<file path="config.mk">
export PLATFORM = sky130hd
export DESIGN_NAME = board_input_conditioner
export DESIGN_NICKNAME = d
export VERILOG_FILES = /design/src/rtl/board_input_conditioner_pkg.sv /design/src/rtl/board_input_conditioner_debounce.sv /design/src/rtl/board_input_conditioner.sv
export SDC_FILE = /design/constraint.sdc
export NUM_CORES = 1
export LEC_CHECK = 0
export ABC_AREA = 1
export CORE_MARGIN = 2
export CORE_UTILIZATION = 55
export CTS_BUF_LIST = sky130_fd_sc_hd__clkbuf_4
export DETAILED_ROUTE_END_ITERATION = 7
export PLACE_DENSITY_LB_ADDON = 0.12
export SLEW_MARGIN = 20
export SYNTH_ARGS = -nofsm -noshare
export SYNTH_HDL_FRONTEND = slang
export SYNTH_HIERARCHICAL = 1
export SYNTH_SLANG_ARGS = --single-unit
</file>
<file path="constraint.sdc">
create_clock -name clk -period 2.4 [get_ports clk]
set_input_delay 0.48 -clock clk [delete_from_list [all_inputs] [get_ports clk]]
set_output_delay 0.48 -clock clk [all_outputs]
set_load 0.05 [all_outputs]
</file>
<file path="src/rtl/board_input_conditioner_pkg.sv">
// Shared board constants: default cycle counts for the supported pixel clocks
// and the logical button channel assignments.
package board_pkg;

  localparam int unsigned DEBOUNCE_CYCLES_25M  = 250000;
  localparam int unsigned HOLD_CYCLES_25M      = 25200000;
  localparam int unsigned POR_CYCLES_25M       = 512;
  localparam int unsigned HEARTBEAT_CYCLES_25M = 25200000;

  localparam int unsigned DEBOUNCE_CYCLES_50M  = 500000;
  localparam int unsigned HOLD_CYCLES_50M      = 50400000;
  localparam int unsigned POR_CYCLES_50M       = 1024;
  localparam int unsigned HEARTBEAT_CYCLES_50M = 50400000;

  localparam int unsigned BTN_RESET  = 0;
  localparam int unsigned BTN_FIRE   = 1;
  localparam int unsigned BTN_SELECT = 2;
  localparam int unsigned BTN_UP     = 3;
  localparam int unsigned BTN_DOWN   = 4;
  localparam int unsigned BTN_LEFT   = 5;
  localparam int unsigned BTN_RIGHT  = 6;

  // Width of a counter that must represent 0..limit inclusive.
  function automatic int unsigned cnt_width(input int unsigned limit);
    return $clog2(limit + 1);
  endfunction

endpackage

</file>
<file path="src/rtl/board_input_conditioner_debounce.sv">
// One button channel: 2-FF synchroniser, debounce counter, stable level with
// coincident press/release pulses, and a saturating long-hold counter.
module debounce_channel
  import board_pkg::*;
#(
  parameter int unsigned DEBOUNCE_CYCLES = DEBOUNCE_CYCLES_25M,
  parameter int unsigned HOLD_CYCLES     = HOLD_CYCLES_25M
) (
  input  logic clk,
  input  logic rst_n,
  input  logic pin_norm,
  output logic level,
  output logic press_pulse,
  output logic release_pulse,
  output logic held
);

  localparam int unsigned DW = cnt_width(DEBOUNCE_CYCLES);
  localparam int unsigned HW = cnt_width(HOLD_CYCLES);
  localparam logic [DW-1:0] DB_LAST  = DW'(DEBOUNCE_CYCLES - 1);
  localparam logic [HW-1:0] HOLD_MAX = HW'(HOLD_CYCLES);

  logic          meta;
  logic          sync;
  logic [DW-1:0] db_cnt;
  logic [HW-1:0] hold_cnt;
  logic          accept;

  assign accept = (sync != level) && (db_cnt == DB_LAST);
  assign held   = (hold_cnt == HOLD_MAX);

  always_ff @(posedge clk or negedge rst_n) begin
    if (!rst_n) begin
      meta          <= 1'b0;
      sync          <= 1'b0;
      db_cnt        <= '0;
      level         <= 1'b0;
      press_pulse   <= 1'b0;
      release_pulse <= 1'b0;
      hold_cnt      <= '0;
    end else begin
      meta          <= pin_norm;
      sync          <= meta;
      press_pulse   <= accept & sync;
      release_pulse <= accept & ~sync;
      if (accept)
        level <= sync;
      if ((sync == level) || accept)
        db_cnt <= '0;
      else
        db_cnt <= db_cnt + 1'b1;
      // Clearing on the accepting release edge drops held together with level.
      if (!level || (accept && !sync))
        hold_cnt <= '0;
      else if (hold_cnt != HOLD_MAX)
        hold_cnt <= hold_cnt + 1'b1;
    end
  end

endmodule

</file>
<file path="src/rtl/board_input_conditioner.sv">
// Board input and reset conditioner: per-button debounce channels, power-up
// reset stretch, hold-to-reset, reset-button masking and heartbeat LED.
module board_input_conditioner
  import board_pkg::*;
#(
  parameter int unsigned           N_BTN            = 4,
  parameter logic [N_BTN-1:0]      BTN_ACTIVE_LOW   = N_BTN'(4'b0001),
  parameter int unsigned           DEBOUNCE_CYCLES  = DEBOUNCE_CYCLES_25M,
  parameter int unsigned           HOLD_CYCLES      = HOLD_CYCLES_25M,
  parameter int unsigned           POR_CYCLES       = POR_CYCLES_25M,
  parameter int unsigned           RESET_BTN        = BTN_RESET,
  parameter int unsigned           HEARTBEAT_CYCLES = HEARTBEAT_CYCLES_25M
) (
  input  logic             clk,
  input  logic             rst_n,
  input  logic [N_BTN-1:0] btn_raw,
  output logic [N_BTN-1:0] btn_level,
  output logic [N_BTN-1:0] btn_press,
  output logic [N_BTN-1:0] btn_release,
  output logic [N_BTN-1:0] btn_held,
  output logic             sys_rst_n,
  output logic             heartbeat
);

  localparam int unsigned PW  = cnt_width(POR_CYCLES);
  localparam int unsigned HBW = cnt_width(HEARTBEAT_CYCLES);
  localparam logic [PW-1:0]  POR_MAX = PW'(POR_CYCLES);
  localparam logic [HBW-1:0] HB_LAST = HBW'(HEARTBEAT_CYCLES - 1);

  logic [N_BTN-1:0] pin_norm;
  logic [N_BTN-1:0] level_int;
  logic [N_BTN-1:0] press_int;
  logic [N_BTN-1:0] release_int;
  logic [N_BTN-1:0] held_int;
  logic [N_BTN-1:0] mask;
  logic [PW-1:0]    por_cnt;
  logic [HBW-1:0]   hb_cnt;
  logic             por_done;

  assign pin_norm = btn_raw ^ BTN_ACTIVE_LOW;

  for (genvar i = 0; i < N_BTN; i++) begin : g_ch
    debounce_channel #(
      .DEBOUNCE_CYCLES(DEBOUNCE_CYCLES),
      .HOLD_CYCLES    (HOLD_CYCLES)
    ) u_ch (
      .clk          (clk),
      .rst_n        (rst_n),
      .pin_norm     (pin_norm[i]),
      .level        (level_int[i]),
      .press_pulse  (press_int[i]),
      .release_pulse(release_int[i]),
      .held         (held_int[i])
    );
  end

  assign por_done = (por_cnt == POR_MAX);

  always_ff @(posedge clk or negedge rst_n) begin
    if (!rst_n) begin
      por_cnt   <= '0;
      sys_rst_n <= 1'b0;
      hb_cnt    <= '0;
      heartbeat <= 1'b0;
    end else begin
      if (!por_done)
        por_cnt <= por_cnt + 1'b1;
      sys_rst_n <= por_done & ~held_int[RESET_BTN];
      if (hb_cnt == HB_LAST) begin
        hb_cnt    <= '0;
        heartbeat <= ~heartbeat;
      end else begin
        hb_cnt <= hb_cnt + 1'b1;
      end
    end
  end

  // The reset button is invisible to the core while it holds the core in reset.
  always_comb begin
    mask            = '0;
    mask[RESET_BTN] = ~sys_rst_n;
  end

  assign btn_level   = level_int & ~mask;
  assign btn_press   = press_int & ~mask;
  assign btn_release = release_int & ~mask;
  assign btn_held    = held_int;

endmodule
</file>
==> results.sh <==
export IMPL_status="finished, violations left"
export IMPL_violations="negative setup slack"
export IMPL_synth_distinct_cells=23
export IMPL_cts_tree="yes"
export IMPL_place_inst=2021
export IMPL_firstDrtPassIters=5
export IMPL_top_layer="met4"
export IMPL_finalWirelength_mm=25.8
export IMPL_synth_top_area_frac=0.452
export IMPL_period_share=1.01
export IMPL_maxSlewViolCount=0
export IMPL_endpoint="btn_held[0]"
export IMPL_reg2reg_slack_ns=0.43
export IMPL_synthesis_instances=1728
export IMPL_wl_met2_mm=11.7
export IMPL_fin_crit_ns=2.42
export IMPL_detail_route_iter0_violations=597
export IMPL_root_buffer="clkbuf_4"
export IMPL_rsz0062_at_grt="true"
export IMPL_fp_row_count=55
export IMPL_power_leakage_nw=5.99
export IMPL_irDropWorstVdd_mv=0.392
export IMPL_yosys_top_cells_area="dfrtp_1 (45%), nor2_1 (15%), nand2_1 (13%)"
export IMPL_worst_slew_margin_rel=0.621
export IMPL_die_width_um=156
export IMPL_htreeDepth=2
export IMPL_start_util=0.561
export IMPL_power_density_nw_per_um2=515
export IMPL_syn2layout_area_growth_pct=11.8
export IMPL_syn_avg_cell_area_um2=7.34
export IMPL_drive_above_1_share=0.103
export IMPL_hold_path_class="in -> reg"
export IMPL_critPathLaunch="g_ch[0].u_ch/hold_cnt[1]"
export IMPL_gp_congestion=0.917
export IMPL_grt_pass1_vias=10400
export IMPL_final_cell_area_um2=14200
export IMPL_clock_sinks=229
export IMPL_vias_per_cell=4.97
export IMPL_fin_ws_ns=-0.0243
export IMPL_coreArea_um2=22600
export IMPL_io_buffer_count=23
export IMPL_maxCapViolCount=0
export IMPL_crit_fanout=5
export IMPL_dp_hpwl_mm=18.6
export IMPL_rr_startpoint="g_ch[0].u_ch/db_cnt[0]"
export IMPL_ant_nets=0
export IMPL_die_area_um2=24300
export IMPL_final_cell_count_no_fill=2147
export IMPL_crit_path_end_kind="output pin"
export IMPL_io_pins=24
export IMPL_min_from="btn_raw[2]"
export IMPL_fmax_ghz=0.412
export IMPL_numCtsBuffers=61
export IMPL_syn_nets=1749
export IMPL_yosys_area_top_type="dfrtp_1"
export IMPL_die_y_um=156
export IMPL_synth_seq_cells=229
export IMPL_required_ns=1.92
export IMPL_cp_arrival_ns=1.94
export IMPL_wl_met3_mm=1.08
export IMPL_r2r_worst_path_cells=8
export IMPL_path_class="reg -> out"
export IMPL_placed_area_um2=13200
export IMPL_antenna_found_initial=1
export IMPL_setup_violations=1
export IMPL_place_ws_ns=0.440
export IMPL_worst_pin_slew_ns=0.570
export IMPL_drcViolationCount=0
export IMPL_grt_max_degree=63
export IMPL_grt_first_pass_wirelength_mm=45.6
export IMPL_via_count=10700
export IMPL_clock_latency_ns=0.68
export IMPL_hold_violations=0
export IMPL_wl_met1_mm=12.4
export IMPL_fin_skew_ns=0.0247
export IMPL_crit_path_start_kind="flop"
export IMPL_clockBufferDepth=3
export IMPL_synth_area_um2=12700
export IMPL_power_mw=7.30
export IMPL_wl_per_cell_um=12.0
export IMPL_ys_warn_count=6
export IMPL_grt_ovfl_total=0
export IMPL_r2r_end="g_ch[0].u_ch/level"
export IMPL_ys_seq_area_frac=0.452
export IMPL_grt_usage=0.224
export IMPL_fin_nets=1838
export IMPL_clk_pin_slew_ns=0.06
export IMPL_finalHoldWorstSlack_ns=0.237
## flip-flops by register name (all words and copies together), names as in the netlist
register and count:
hb_cnt 25, g_ch.u_ch/db_cnt 72, g_ch.u_ch/meta 4, g_ch.u_ch/level 4, g_ch.u_ch/press_pulse 4, sys_rst_n 1
g_ch.u_ch/sync 4, g_ch.u_ch/release_pulse 4, por_cnt 10, heartbeat 1, g_ch.u_ch/hold_cnt 100
## what timing repair did
action	CTS	global route
setup buffers	11	6
endpoints found under the setup margin	12	5
pin swaps	6	5
resized for setup	27	24
hold buffers	1	0
gates cloned	0	0
endpoints found under the hold margin	51	0
## placed cells by master, fill, tap and decap left out, types with 6 or more instances in the layout
cell	count
a21oi_1	21
buf_12	6
buf_4	21
clkbuf_4	82
clkdlybuf4s50_1	10
clkinv_1	14
clkinv_2	9
dfrtp_1	228
dlygate4sd2_1	7
ha_1	13
inv_1	157
inv_2	12
nand2_1	444
nand2_2	20
nand3_1	101
nand3_2	7
nand3b_1	6
nand4_1	22
nor2_1	486
nor2_2	12
nor2_4	14
nor3_1	14
o21ai_0	9
xnor2_1	44
xor2_1	87
## routing by layer
metal	vias up	GRT usage
met5	-	0
met4	0	0.0760
met3	56	0.0403
met2	203	0.370
met1	4910	0.300
li1	5491	-
## area by class of cell
class                   count  area [um^2]
inverters                 169          637
multi-input cells        1309         6250
clock inverters            25          131
diodes                      1         2.50
well taps                 285          357
clock buffers              82          616
fillers                  2097         8450
flip-flops and latches    229         5730
repair buffers             47          469
## per-stage QoR
| step | setup TNS [ns] | utilization |
|---|---|---|
| after floorplan | 0 | - |
| after global placement | 0 | 0.583 |
| after detailed placement | 0 | 0.583 |
| after CTS | -0.140 | 0.622 |
| after global routing | -0.391 | 0.627 |
| final | -0.0243 | 0.627 |
## logic make-up (layout without fill, tap and decap cells)
logic type | Yosys count | count (layout) | share of synthesized area
xor gates and xnor gates | 131 | 131 | 0.0904
other | 0 | 1 | 0
AOI/OAI and AO/OA | 30 | 30 | 0.0118
buffers and inverters | 190 | 323 | 0.0648
adders and majority gates | 15 | 15 | 0.0148
DFF | 229 | 229 | 0.452
and+or+nand+nor | 1133 | 1133 | 0.367
## worst max-delay path, cell delays in order (launching register included)
cell and delay (ns):
dfrtp_1 0.42, inv_1 0.07, ha_1 0.13, nand2_1 0.05, inv_1 0.07, nand2_2 0.06
nor2_4 0.16, nand3_4 0.11, inv_4 0.08, buf_12 0.13
## Yosys cell counts
cell type  instances
nor2_1           498
nand2_1          447
dfrtp_1          229
inv_1            168
nand3_1          105
xor2_1            87
xnor2_1           44
nand4_1           22
a21oi_1           21
nand2_2           17
ha_1              15
nor3_1            14
buf_4             13
nor2_4            10
o21ai_0            9
buf_6              8
nand3b_1           6
and2_1             4
nand3_2            4
nor2_2             4
inv_2              1
nand2_4            1
nor3b_1            1
## worst min path at each step
stage | end | depth (start not counted) | slack, ns
2_1_floorplan | g_ch[0].u_ch/db_cnt[0] | 0 | 0.18
3_3_place_gp | g_ch[0].u_ch/sync | 0 | 0.33
3_5_place_dp | g_ch[0].u_ch/sync | 0 | 0.34
4_1_cts | g_ch[2].u_ch/meta | 1 | 0.17
5_1_grt | g_ch[3].u_ch/meta | 1 | 0.21
6_report | g_ch[2].u_ch/meta | 1 | 0.24
## power breakdown
part           internal [mW]  switching (mW)  leakage [nW]  total, mW
Sequential              3.88          0.0186          3.14       3.90
Combinational         0.0379           0.117          2.39      0.155
Clock                   1.70            1.55         0.453       3.25
Power figures use the tool's default switching activity.
